`src/rtl/cnn_pkg.sv`:
```
`default_nettype none
// ============================================================================
// Module      : cnn_pkg
// Description : Shared types and helpers for the CNN pooling stage: stage
//               state encoding, default element width, signed max and ReLU.
// Revision    : 1.0 - initial release
// ============================================================================
package cnn_pkg;

  localparam int CNN_DATA_W = 8;

  typedef enum logic [2:0] {
    ST_IDLE  = 3'd0,
    ST_START = 3'd1,
    ST_CLEAR = 3'd2,
    ST_READ  = 3'd3,
    ST_DRAIN = 3'd4,
    ST_WRITE = 3'd5,
    ST_DONE  = 3'd6
  } pool_state_t;

  // Helpers work on sign-extended 32-bit values so any element width < 32 fits.
  function automatic logic signed [31:0] smax(input logic signed [31:0] a,
                                              input logic signed [31:0] b);
    return (a > b) ? a : b;
  endfunction

  function automatic logic signed [31:0] relu(input logic signed [31:0] a);
    return (a < 0) ? 32'sd0 : a;
  endfunction

endpackage
`default_nettype wire

```
`src/rtl/pool_window_counter.sv`:
```
`default_nettype none
// ============================================================================
// Module      : pool_window_counter
// Description : Steps the top-left corner of the 2x2 pooling window across
//               the map in row-major order and tracks the output index.
//               An odd trailing row/column is never visited.
// Revision    : 1.0 - initial release
// ============================================================================
module pool_window_counter #(
  parameter int MAP_W = 6,
  parameter int MAP_H = 6,
  parameter int ROW_W = 4,
  parameter int COL_W = 4,
  parameter int IDX_W = 8
) (
  input  logic             clk,
  input  logic             rst,
  input  logic             clear,
  input  logic             step,
  output logic [ROW_W-1:0] row,
  output logic [COL_W-1:0] col,
  output logic [IDX_W-1:0] out_idx,
  output logic             last
);

  localparam int LAST_ROW = 2 * (MAP_H / 2 - 1);
  localparam int LAST_COL = 2 * (MAP_W / 2 - 1);

  assign last = (row == ROW_W'(LAST_ROW)) && (col == COL_W'(LAST_COL));

  // Window position: clear to origin, advance by 2 columns, wrap to next row pair.
  always_ff @(posedge clk or negedge rst) begin
    if (!rst) begin
      row     <= '0;
      col     <= '0;
      out_idx <= '0;
    end else if (clear) begin
      row     <= '0;
      col     <= '0;
      out_idx <= '0;
    end else if (step) begin
      out_idx <= out_idx + IDX_W'(1);
      if (col == COL_W'(LAST_COL)) begin
        col <= '0;
        row <= row + ROW_W'(2);
      end else begin
        col <= col + COL_W'(2);
      end
    end
  end

endmodule
`default_nettype wire

```
`src/rtl/cnn_maxpool_relu_stage.sv`:
```
`default_nettype none
// ============================================================================
// Module      : cnn_maxpool_relu_stage
// Description : Reads the layer-2 feature map from shared memory, applies
//               2x2 stride-2 max-pooling and ReLU, writes the pooled map back.
//               Six cycles per window: 4 reads, 1 drain, 1 write.
// Revision    : 1.0 - initial release
// ============================================================================
module cnn_maxpool_relu_stage
  import cnn_pkg::*;
#(
  parameter int DATA_W   = CNN_DATA_W,
  parameter int MAP_W    = 6,
  parameter int MAP_H    = 6,
  parameter int ADDR_W   = 8,
  parameter int SRC_BASE = 0,
  parameter int DST_BASE = 64
) (
  input  logic                     clk,
  input  logic                     rst,
  input  logic                     start,
  output logic                     rd_en,
  output logic [ADDR_W-1:0]        rd_addr,
  input  logic signed [DATA_W-1:0] rd_data,
  output logic                     wr_en,
  output logic [ADDR_W-1:0]        wr_addr,
  output logic [DATA_W-1:0]        wr_data,
  output logic                     busy,
  output logic                     done
);

  localparam int ROW_W = $clog2(MAP_H) + 1;
  localparam int COL_W = $clog2(MAP_W) + 1;

  pool_state_t              state;
  logic [1:0]               k;
  logic                     last_win;
  logic                     rd_valid;
  logic signed [DATA_W-1:0] acc;
  logic [ROW_W-1:0]         row;
  logic [COL_W-1:0]         col;
  logic [ADDR_W-1:0]        out_idx;
  logic                     win_last;
  logic                     cnt_clear;
  logic                     cnt_step;
  logic                     first_elem;
  logic signed [31:0]       acc_ext;
  logic signed [31:0]       rd_ext;
  logic signed [31:0]       max_ext;

  // Source address of window element kk (bit 1 = row offset, bit 0 = column offset).
  function automatic logic [ADDR_W-1:0] src_addr(input int r, input int c, input int kk);
    return ADDR_W'(SRC_BASE + (r + kk / 2) * MAP_W + c + kk % 2);
  endfunction

  // Counter is zeroed on entry to Clear and advanced as the window drains,
  // so the next window's first address is ready when Write hands back to Read.
  assign cnt_clear  = (state == ST_START) && !start;
  assign cnt_step   = (state == ST_DRAIN);
  // Data for element 0 returns in the Read cycle with k==1.
  assign first_elem = (state == ST_READ) && (k == 2'd1);
  assign acc_ext    = {{(32-DATA_W){acc[DATA_W-1]}}, acc};
  assign rd_ext     = {{(32-DATA_W){rd_data[DATA_W-1]}}, rd_data};
  assign max_ext    = smax(acc_ext, rd_ext);

  pool_window_counter #(
    .MAP_W (MAP_W),
    .MAP_H (MAP_H),
    .ROW_W (ROW_W),
    .COL_W (COL_W),
    .IDX_W (ADDR_W)
  ) u_counter (
    .clk     (clk),
    .rst     (rst),
    .clear   (cnt_clear),
    .step    (cnt_step),
    .row     (row),
    .col     (col),
    .out_idx (out_idx),
    .last    (win_last)
  );

  // Running signed maximum of the returning window elements.
  always_ff @(posedge clk or negedge rst) begin
    if (!rst) begin
      rd_valid <= 1'b0;
      acc      <= '0;
    end else begin
      rd_valid <= rd_en;
      if (rd_valid) begin
        acc <= first_elem ? rd_data : DATA_W'(max_ext);
      end
    end
  end

  // Sequencer with registered memory strobes and status outputs.
  always_ff @(posedge clk or negedge rst) begin
    if (!rst) begin
      state    <= ST_IDLE;
      k        <= '0;
      last_win <= 1'b0;
      rd_en    <= 1'b0;
      rd_addr  <= '0;
      wr_en    <= 1'b0;
      wr_addr  <= '0;
      wr_data  <= '0;
      busy     <= 1'b0;
      done     <= 1'b0;
    end else begin
      case (state)
        ST_IDLE: begin
          if (start) state <= ST_START;
        end
        ST_START: begin
          if (!start) begin
            state <= ST_CLEAR;
            k     <= '0;
            busy  <= 1'b1;
          end
        end
        ST_CLEAR: begin
          state   <= ST_READ;
          rd_en   <= 1'b1;
          rd_addr <= src_addr(int'(row), int'(col), 0);
        end
        ST_READ: begin
          if (k == 2'd3) begin
            state <= ST_DRAIN;
            k     <= '0;
            rd_en <= 1'b0;
          end else begin
            k       <= k + 2'd1;
            rd_addr <= src_addr(int'(row), int'(col), int'(k) + 1);
          end
        end
        ST_DRAIN: begin
          // Element 3 is on rd_data now; fold it in directly for the write data.
          state    <= ST_WRITE;
          wr_en    <= 1'b1;
          wr_addr  <= ADDR_W'(DST_BASE + int'(out_idx));
          wr_data  <= DATA_W'(relu(max_ext));
          last_win <= win_last;
        end
        ST_WRITE: begin
          wr_en <= 1'b0;
          if (last_win) begin
            state <= ST_DONE;
            done  <= 1'b1;
            busy  <= 1'b0;
          end else begin
            state   <= ST_READ;
            rd_en   <= 1'b1;
            rd_addr <= src_addr(int'(row), int'(col), 0);
          end
        end
        ST_DONE: begin
          done  <= 1'b0;
          state <= ST_IDLE;
        end
        default: state <= ST_IDLE;
      endcase
    end
  end

endmodule
`default_nettype wire

```
`config.mk`:
```
export PLATFORM = sky130hd
export DESIGN_NAME = cnn_maxpool_relu_stage
export DESIGN_NICKNAME = d
export VERILOG_FILES = /design/src/rtl/cnn_pkg.sv /design/src/rtl/pool_window_counter.sv /design/src/rtl/cnn_maxpool_relu_stage.sv
export SDC_FILE = /design/constraint.sdc
export NUM_CORES = 1
export LEC_CHECK = 0
export ABC_AREA = 0
export CAP_MARGIN = 10
export CORE_MARGIN = 8
export CORE_UTILIZATION = 52
export CTS_CLUSTER_SIZE = 30
export DETAILED_ROUTE_END_ITERATION = 12
export PLACE_DENSITY = 0.79
export SLEW_MARGIN = 20
export SYNTH_ARGS = -nofsm -noshare
export SYNTH_HDL_FRONTEND = slang
export SYNTH_SLANG_ARGS = --single-unit
```
`constraint.sdc`:
```
create_clock -name clk -period 2.9 [get_ports clk]
set_clock_uncertainty 0.05 [all_clocks]
set_input_delay 0.725 -clock clk [delete_from_list [all_inputs] [get_ports clk]]
set_output_delay 0.725 -clock clk [all_outputs]
set_load 0.01 [all_outputs]
```
==> results of run 1 <==
## registers in the layout (all words and copies together), names as in the netlist, 3 cells and up
| name | cells |
|---|---|
| acc | 8 |
| rd_addr | 8 |
| u_counter.out_idx | 8 |
| wr_addr | 8 |
| wr_data | 7 |
| state | 3 |
| u_counter.col | 3 |
| u_counter.row | 3 |
## critical path, stage by stage, from the launching register on
cell and delay [ps]:
dfrtp_2 470, ha_4 200, xor2_4 170, ha_4 260
ha_4 240, ha_4 160, fa_1 530, o211ai_1 180
o311a_1 380, a21oi_1 110, a31oi_1 80
## metal layers
| layer | vias to the layer above | routed length, um | track usage, % |
|---|---|---|---|
| met5 | - | 0 | 0 |
| met4 | 0 | 259 | 6.286 |
| met3 | 27 | 375 | 2.768 |
| met2 | 91 | 4755 | 31.55 |
| met1 | 1577 | 4001 | 23.31 |
| li1 | 1501 | - | - |
## logic make-up (layout without fill, tap and decap cells)
logic type      count (synthesis)  in the layout  synth area share (%)
simple gates                  136            136                 18.28
compound gates                 91             91                 18.00
fa+ha+maj                      35             35                 12.39
buf+inv                        39            103                 5.133
other cells                     1              3                0.1026
flops                          56             56                 38.33
xor+xnor                       21             21                 5.031
mux                            10             10                 2.738
## power by group through the flow
stage | registers [W] | logic [W] | clock network, W
after floorplan | 0.00131 | 0.00131 | 0
after global placement | 0.00131 | 0.00194 | 0
after detailed placement | 0.00132 | 0.00201 | 0
after CTS | 0.00130 | 0.00207 | 0.000570
after global routing | 0.00135 | 0.00243 | 0.000599
final | 0.00132 | 0.00222 | 0.000565
## timing repair
item                       4_1_cts  5_1_grt
setup endpoints to repair        3        4
resized for setup                6       26
pin swaps                        6       16
setup buffers                    4        6
## layout make-up
type                            instances  area, um^2  area share [%]
Multi-Input combinational cell        296        2283           49.23
Sequential cell                        56        1406           30.32
Timing Repair Buffer                   70       613.1           13.22
Tap cell                               96       120.1           2.590
Inverter                               25       93.84           2.023
Clock buffer                            6       82.58           1.780
Clock inverter                          2       38.79          0.8363
## worst min path at each step
stage / endpoint / slack [ps]
4_1_cts: rd_valid / 440
5_1_grt: wr_addr[2] / 450
3_5_place_dp: rd_valid / 400
2_1_floorplan: acc[0] / 380
6_report: wr_addr[0] / 430
3_3_place_gp: wr_addr[4] / 410
## per-stage QoR
| stage | power [W] | utilization, % |
|---|---|---|
| 3_3_place_gp | 0.003246 | 62.63 |
| 5_1_grt | 0.004381 | 68.27 |
| 3_5_place_dp | 0.003327 | 62.63 |
| 4_1_cts | 0.003946 | 65.40 |
| 2_1_floorplan | 0.002622 | - |
| 6_report | 0.004098 | 68.27 |
## cell usage in the layout (no fill, tap or decap), drive strengths merged, types with 11 or more instances in the layout
master         synthesis  layout
buf                   11      34
nand3                 11      11
dfrtp                 56      56
ha                    33      33
a21oi                 16      16
nor3                  13      13
clkdlybuf4s50          0      36
inv                   25      25
nor2                  25      25
o21ai                 17      17
xnor2                 12      12
a22oi                 14      14
nand2                 54      54
==> results.md, run 1 <==
* Status: finished with violations
* Failing checks: negative setup slack
* Dpl ws at -85.16 ps
* Worst r2r src: k[1]
* Rows at 30
* Cell total after placement at 534
* Arrival time at the worst endpoint at 3110 ps
* Finished Layout Cells at 551
* Final nets at 500
* Max Slew Vio Count at 0
* Clock Power Share at 13.8%
* Post-synth EDFFs at 0
* Post-synth top cells: dfrtp_1, nand2_1, ha_1
* Clock sink total at 56
* Die Ht at 99.85 um
* Worst Path Max Fanout at 3
* Die Wd at 99.85 um
* CTS buffer count at 5
* CP Capture Type: register
* Worst IR drop on VDD at 0.0003427 V
* FMAX at 340.0 MHz
* Mapped Cells at 389
* NetSw at 0.001680 W
* Core ar. at 6794 um^2
* Total global-route track usage at 18.53%
* Tmin final at 2941 ps
* Power Density at 883.6 nW/um^2
* Asr flop ratio synth at 100.0%
* Fillers at 520
* Worst slew pin tran at 738.8 ps
* Skew-Pair Late Insertion Delay at 320 ps
* Worst Hold Slack at 430.6 ps
* Root Driver: clkbuf_8
* DR DRC count at 0
* Vias at 3,196
* Flop2flop setup slack at -40 ps
* Synth area leader: dfrtp_1
* Most frequent cell after synthesis: dfrtp_1
* Design area at 4638 um^2
* Hold path start: wr_addr[0]
* WL per Instance at 17.04 um
* Critical Path Start: k[1]
* RSZ-0062 raised after global routing: yes
* Vias in the first global route at 3,017
* Placer Congestion at 0.8689
* Grt ovf at 0
* Syn avg cell area at 9.398 um^2
* CTS Hold Bufs at 0
* Comb pwr share at 54.1%
* Initial antenna violation count at 0
* Final HPWL DP at 6123 um
* FF-to-FF End: rd_addr[7]
* WS Path Type: register to register
* Max-slew headroom at 50.75%
* Placed instance area at 4255 um^2
* DRT Wirelength at 9391 um
* Clock transition at path regs at 110 ps
* CTS tree: yes
* First-pass DRT Iterations at 5
* Seq/Total Area, Yosys at 38.33%
* R2R cell count at 10
* Setup TNS at -41.49 ps
* Die area at 9970 um^2
* Final period utilization at 101.4%
* Synth Flop Type: dfrtp_1
* Worst setup endpoint: rd_addr[7]
* Ports at 39
* H-tree lvl count at 2
* Reg power frac at 32.1%
* Routed Antenna Nets at 0
* Cell Area, Synth at 3656 um^2
* Switch share at 41.00%
* Distinct cell type count after synthesis at 56
* Clock Path Buffers at 2
* Final setup fails at 1
* Largest net degree at the start of global routing at 57
* Leakage power at 2.101 nW
* Global-route wire length before repair at 15,020 um
* Via density at 5.800
* Crit start category: register
* Port bufs at 37
* Hold depth at 2
* #FFs+latches synth at 56
* Initial DRC count at 198
* Yosys top cell area share at 38.33%
* Initial Util at 53.81%
* # diodes at 0
* Share of layout cells above drive strength 1 at 17.80%
* Ranking of synthesized cells by area: dfrtp_1, ha_1, nand2_1
* Area delta synth->final at 26.87%
* Syn. warnings at 0
* HP Class: register to register
* Cell Int Power at 0.002418 W
* Crit path required time at 3070 ps
* Max_cap viols at 0
* Post-route worst setup slack at -41.49 ps
* Fin. Hold Viols at 0
Power figures use the tool's default switching activity.
==> run 2: changes to the inputs <==
SLEW_MARGIN = default   (was 20)
==> results of run 2 <==
Same layout as run 1: the final DEF is identical, and so are final timing and power.
==> run 3: changes to the inputs <==
REMOVE_ABC_BUFFERS = 1   (was default)
==> run 3 against run 2 <==
The run still ends with negative setup slack left; non-clock buffer count fell by 6; first-iteration DRC count is 38% lower; via count shrank 4.1%; combinational power down 5%; routed wire length is 12% lower; sequential cell count is the same; count of clock-buffer cells in the layout shrank 1; sequential power about the same; register-to-register slack hardly changed; die area stayed put; critical endpoint unchanged; largest power group unchanged.
==> results.md, run 3 (synthesis gave the netlist of run 1 again) <==
* Cell total after placement at 535 (+0.19%)
* Initial DRC count at 122 (-38%)
* FMAX at 340.3 MHz (about the same)
* Max_cap viols at 0 (unchanged)
* Worst Path Max Fanout at 3 (unchanged)
* Worst IR drop on VDD at 0.0003911 V (+14%)
* Max Slew Vio Count at 0 (unchanged)
* Die area at 9970 um^2 (unchanged)
* Commonest non-fill, non-tap cells in the layout: dfrtp_1, nand2_1, clkdlybuf4s50_1
* Grt ovf at 0 (unchanged)
* WL per Instance at 15.14 um (-11%)
* Worst path cell trace: ha_2 > xor2_2 > ha_1 > ha_4 > ha_4 > fa_1 > o211ai_1 > o311a_1 > a21oi_2 > a31oi_1
* Power Density at 868.0 nW/um^2 (-1.8%)
* Rows at 30 (unchanged)
* Core ar. at 6794 um^2 (unchanged)
* WS Path Type: register to register
* CP Capture Type: register
* Crit path required time at 3060 ps (about the same)
* Worst slew pin tran at 855.4 ps (+116.6 ps)
* Post-route worst setup slack at -38.96 ps (+2.527 ps)
* Worst Hold Slack at 309.1 ps (-121.6 ps)
* Tmin final at 2939 ps (-2.527 ps)
* Routed Antenna Nets at 0 (unchanged)
* CTS tree: yes
* Final period utilization at 101.3% (about the same)
* Finished Layout Cells at 545 (-1.1%)
* Skew-Pair Late Insertion Delay at 320 ps (about the same)
* Placed instance area at 4255 um^2 (unchanged)
* DR DRC count at 0 (unchanged)
* Final nets at 494 (-1.2%)
* Total global-route track usage at 17.21% (-1.3 points)
* Final setup fails at 1 (unchanged)
* Design area at 4474 um^2 (-3.5%)
* Root Driver: clkbuf_8
* Clock Path Buffers at 2 (unchanged)
* CTS buffer count at 5 (unchanged)
* Commonest non-fill, non-tap cell in the layout: dfrtp_1
* RSZ-0062 raised after global routing: yes
* Die Ht at 99.85 um (unchanged)
* Ports at 39 (unchanged)
* Arrival time at the worst endpoint at 3100 ps (about the same)
* Clock sink total at 56 (unchanged)
* Max-slew headroom at 42.97% (-7.8 points)
* Most used cell, CP: ha_4
* DRT Wirelength at 8253 um (-12%)
* Status: finished with violations
* Area delta synth->final at 22.38%
* Fin util at 65.86% (-2.4 points)
* Die Wd at 99.85 um (unchanged)
* Vias in the first global route at 3,032 (+0.50%)
* Delay-heaviest family, CP: adder cells
* Dpl ws at -149.5 ps (-64.31 ps)
* Share of layout cells above drive strength 1 at 13.81% (-4.0 points)
* Initial antenna violation count at 0 (unchanged)
* Clock transition at path regs at 120 ps (about the same)
* CP max-delay cell: fa_1
* Vias at 3,065 (-4.1%)
* Largest net degree at the start of global routing at 24 (-58%)
* Leakage power at 2.084 nW (-0.79%)
* # diodes at 0 (unchanged)
* Initial Util at 53.81% (unchanged)
* Final HPWL DP at 5984 um (-2.3%)
* Global-route wire length before repair at 14,400 um (-4.1%)
* Via density at 5.624 (-3.0%)
* Crit start category: register
* Placer Congestion at 0.8730 (+0.47%)
* Largest stage delay, worst path at 520 ps (about the same)
* First-pass DRT Iterations at 4 (-1)
* H-tree lvl count at 2 (unchanged)
* Port bufs at 37 (unchanged)
* Failing checks: negative setup slack
* Fin. Hold Viols at 0 (unchanged)
* WP buf/inv at 0 (unchanged)
* HP Class: input pin to asynchronous set/reset pin
[run 3: cell count changes in the layout (fill, tap and decap cells not counted), moves of 3 or more]
cell | before | now
buf_4 | 33 | 26
dfrtp_1 | 52 | 56
dfrtp_2 | 4 | 0
ha_1 | 25 | 29
ha_4 | 6 | 3
xnor2_2 | 0 | 3
[run 3: path summary, 6_finish.rpt]
path | start | to | slack, ps | depth (start not counted)
worst max-delay path | k[0] | rd_addr[7] | -40 | 10
worst min-delay path | rst | rd_addr[0] | 310 | 1
worst max register to register | k[0] | rd_addr[7] | -40 | 10
worst min register to register | rd_en | rd_valid | 410 | 0
max in group asynchronous | rst | u_counter.out_idx[2] | 1810 | 2
min in group clk | rd_en | rd_valid | 410 | 0
[run 3: per-stage QoR]
step / power (W) / setup TNS [ps]
2_1_floorplan: 0.002547 / -83.03
3_3_place_gp: 0.003256 / -25.76
3_5_place_dp: 0.003322 / -169.6
5_1_grt: 0.004204 / -206.3
4_1_cts: 0.003823 / -115.6
6_report: 0.003884 / -38.96
[run 3: metal layers]
metal  global-route usage [%]  wire, um  vias up
met1                    21.34      3656     1491
met4                    3.842        93        0
met3                    3.599       359       12
li1                         -         -     1504
met2                    29.81      4144       58
met5                        0         0        -
[run 3: layout make-up]
class                   instances  area [um^2]
flip-flops and latches         56         1401
inverters                      25        93.84
well taps                      96        120.1
clock buffers                   5        68.82
multi-input cells             296         2181
clock inverters                 3        28.78
fillers                       541         2320
repair buffers                 64        580.6
[run 3: power by group]
group	leakage, nW	total (W)	switching, W	internal [W]
registers	0.703	0.00129	0.000242	0.00105
logic	1.33	0.00211	0.00105	0.00107
clock network	0.0511	0.000482	0.000299	0.000184
[run 3: timing repair]
| action | CTS | global route |
|---|---|---|
| setup endpoints to repair | 2 | 4 |
| hold endpoints to repair | 0 | 0 |
| resized for setup | 7 | 11 |
| pin swaps | 5 | 6 |
| gates cloned | 0 | 0 |
| hold buffers | 0 | 0 |
| buffers inserted | 0 | 2 |
[run 3: worst register-to-register path, cell delays in order (launching register included)]
cell and delay [ps]:
dfrtp_1 420, ha_2 220, xor2_2 160, ha_1 330, ha_4 230, ha_4 170, fa_1 520, o211ai_1 160
o311a_1 390, a21oi_2 110, a31oi_1 80
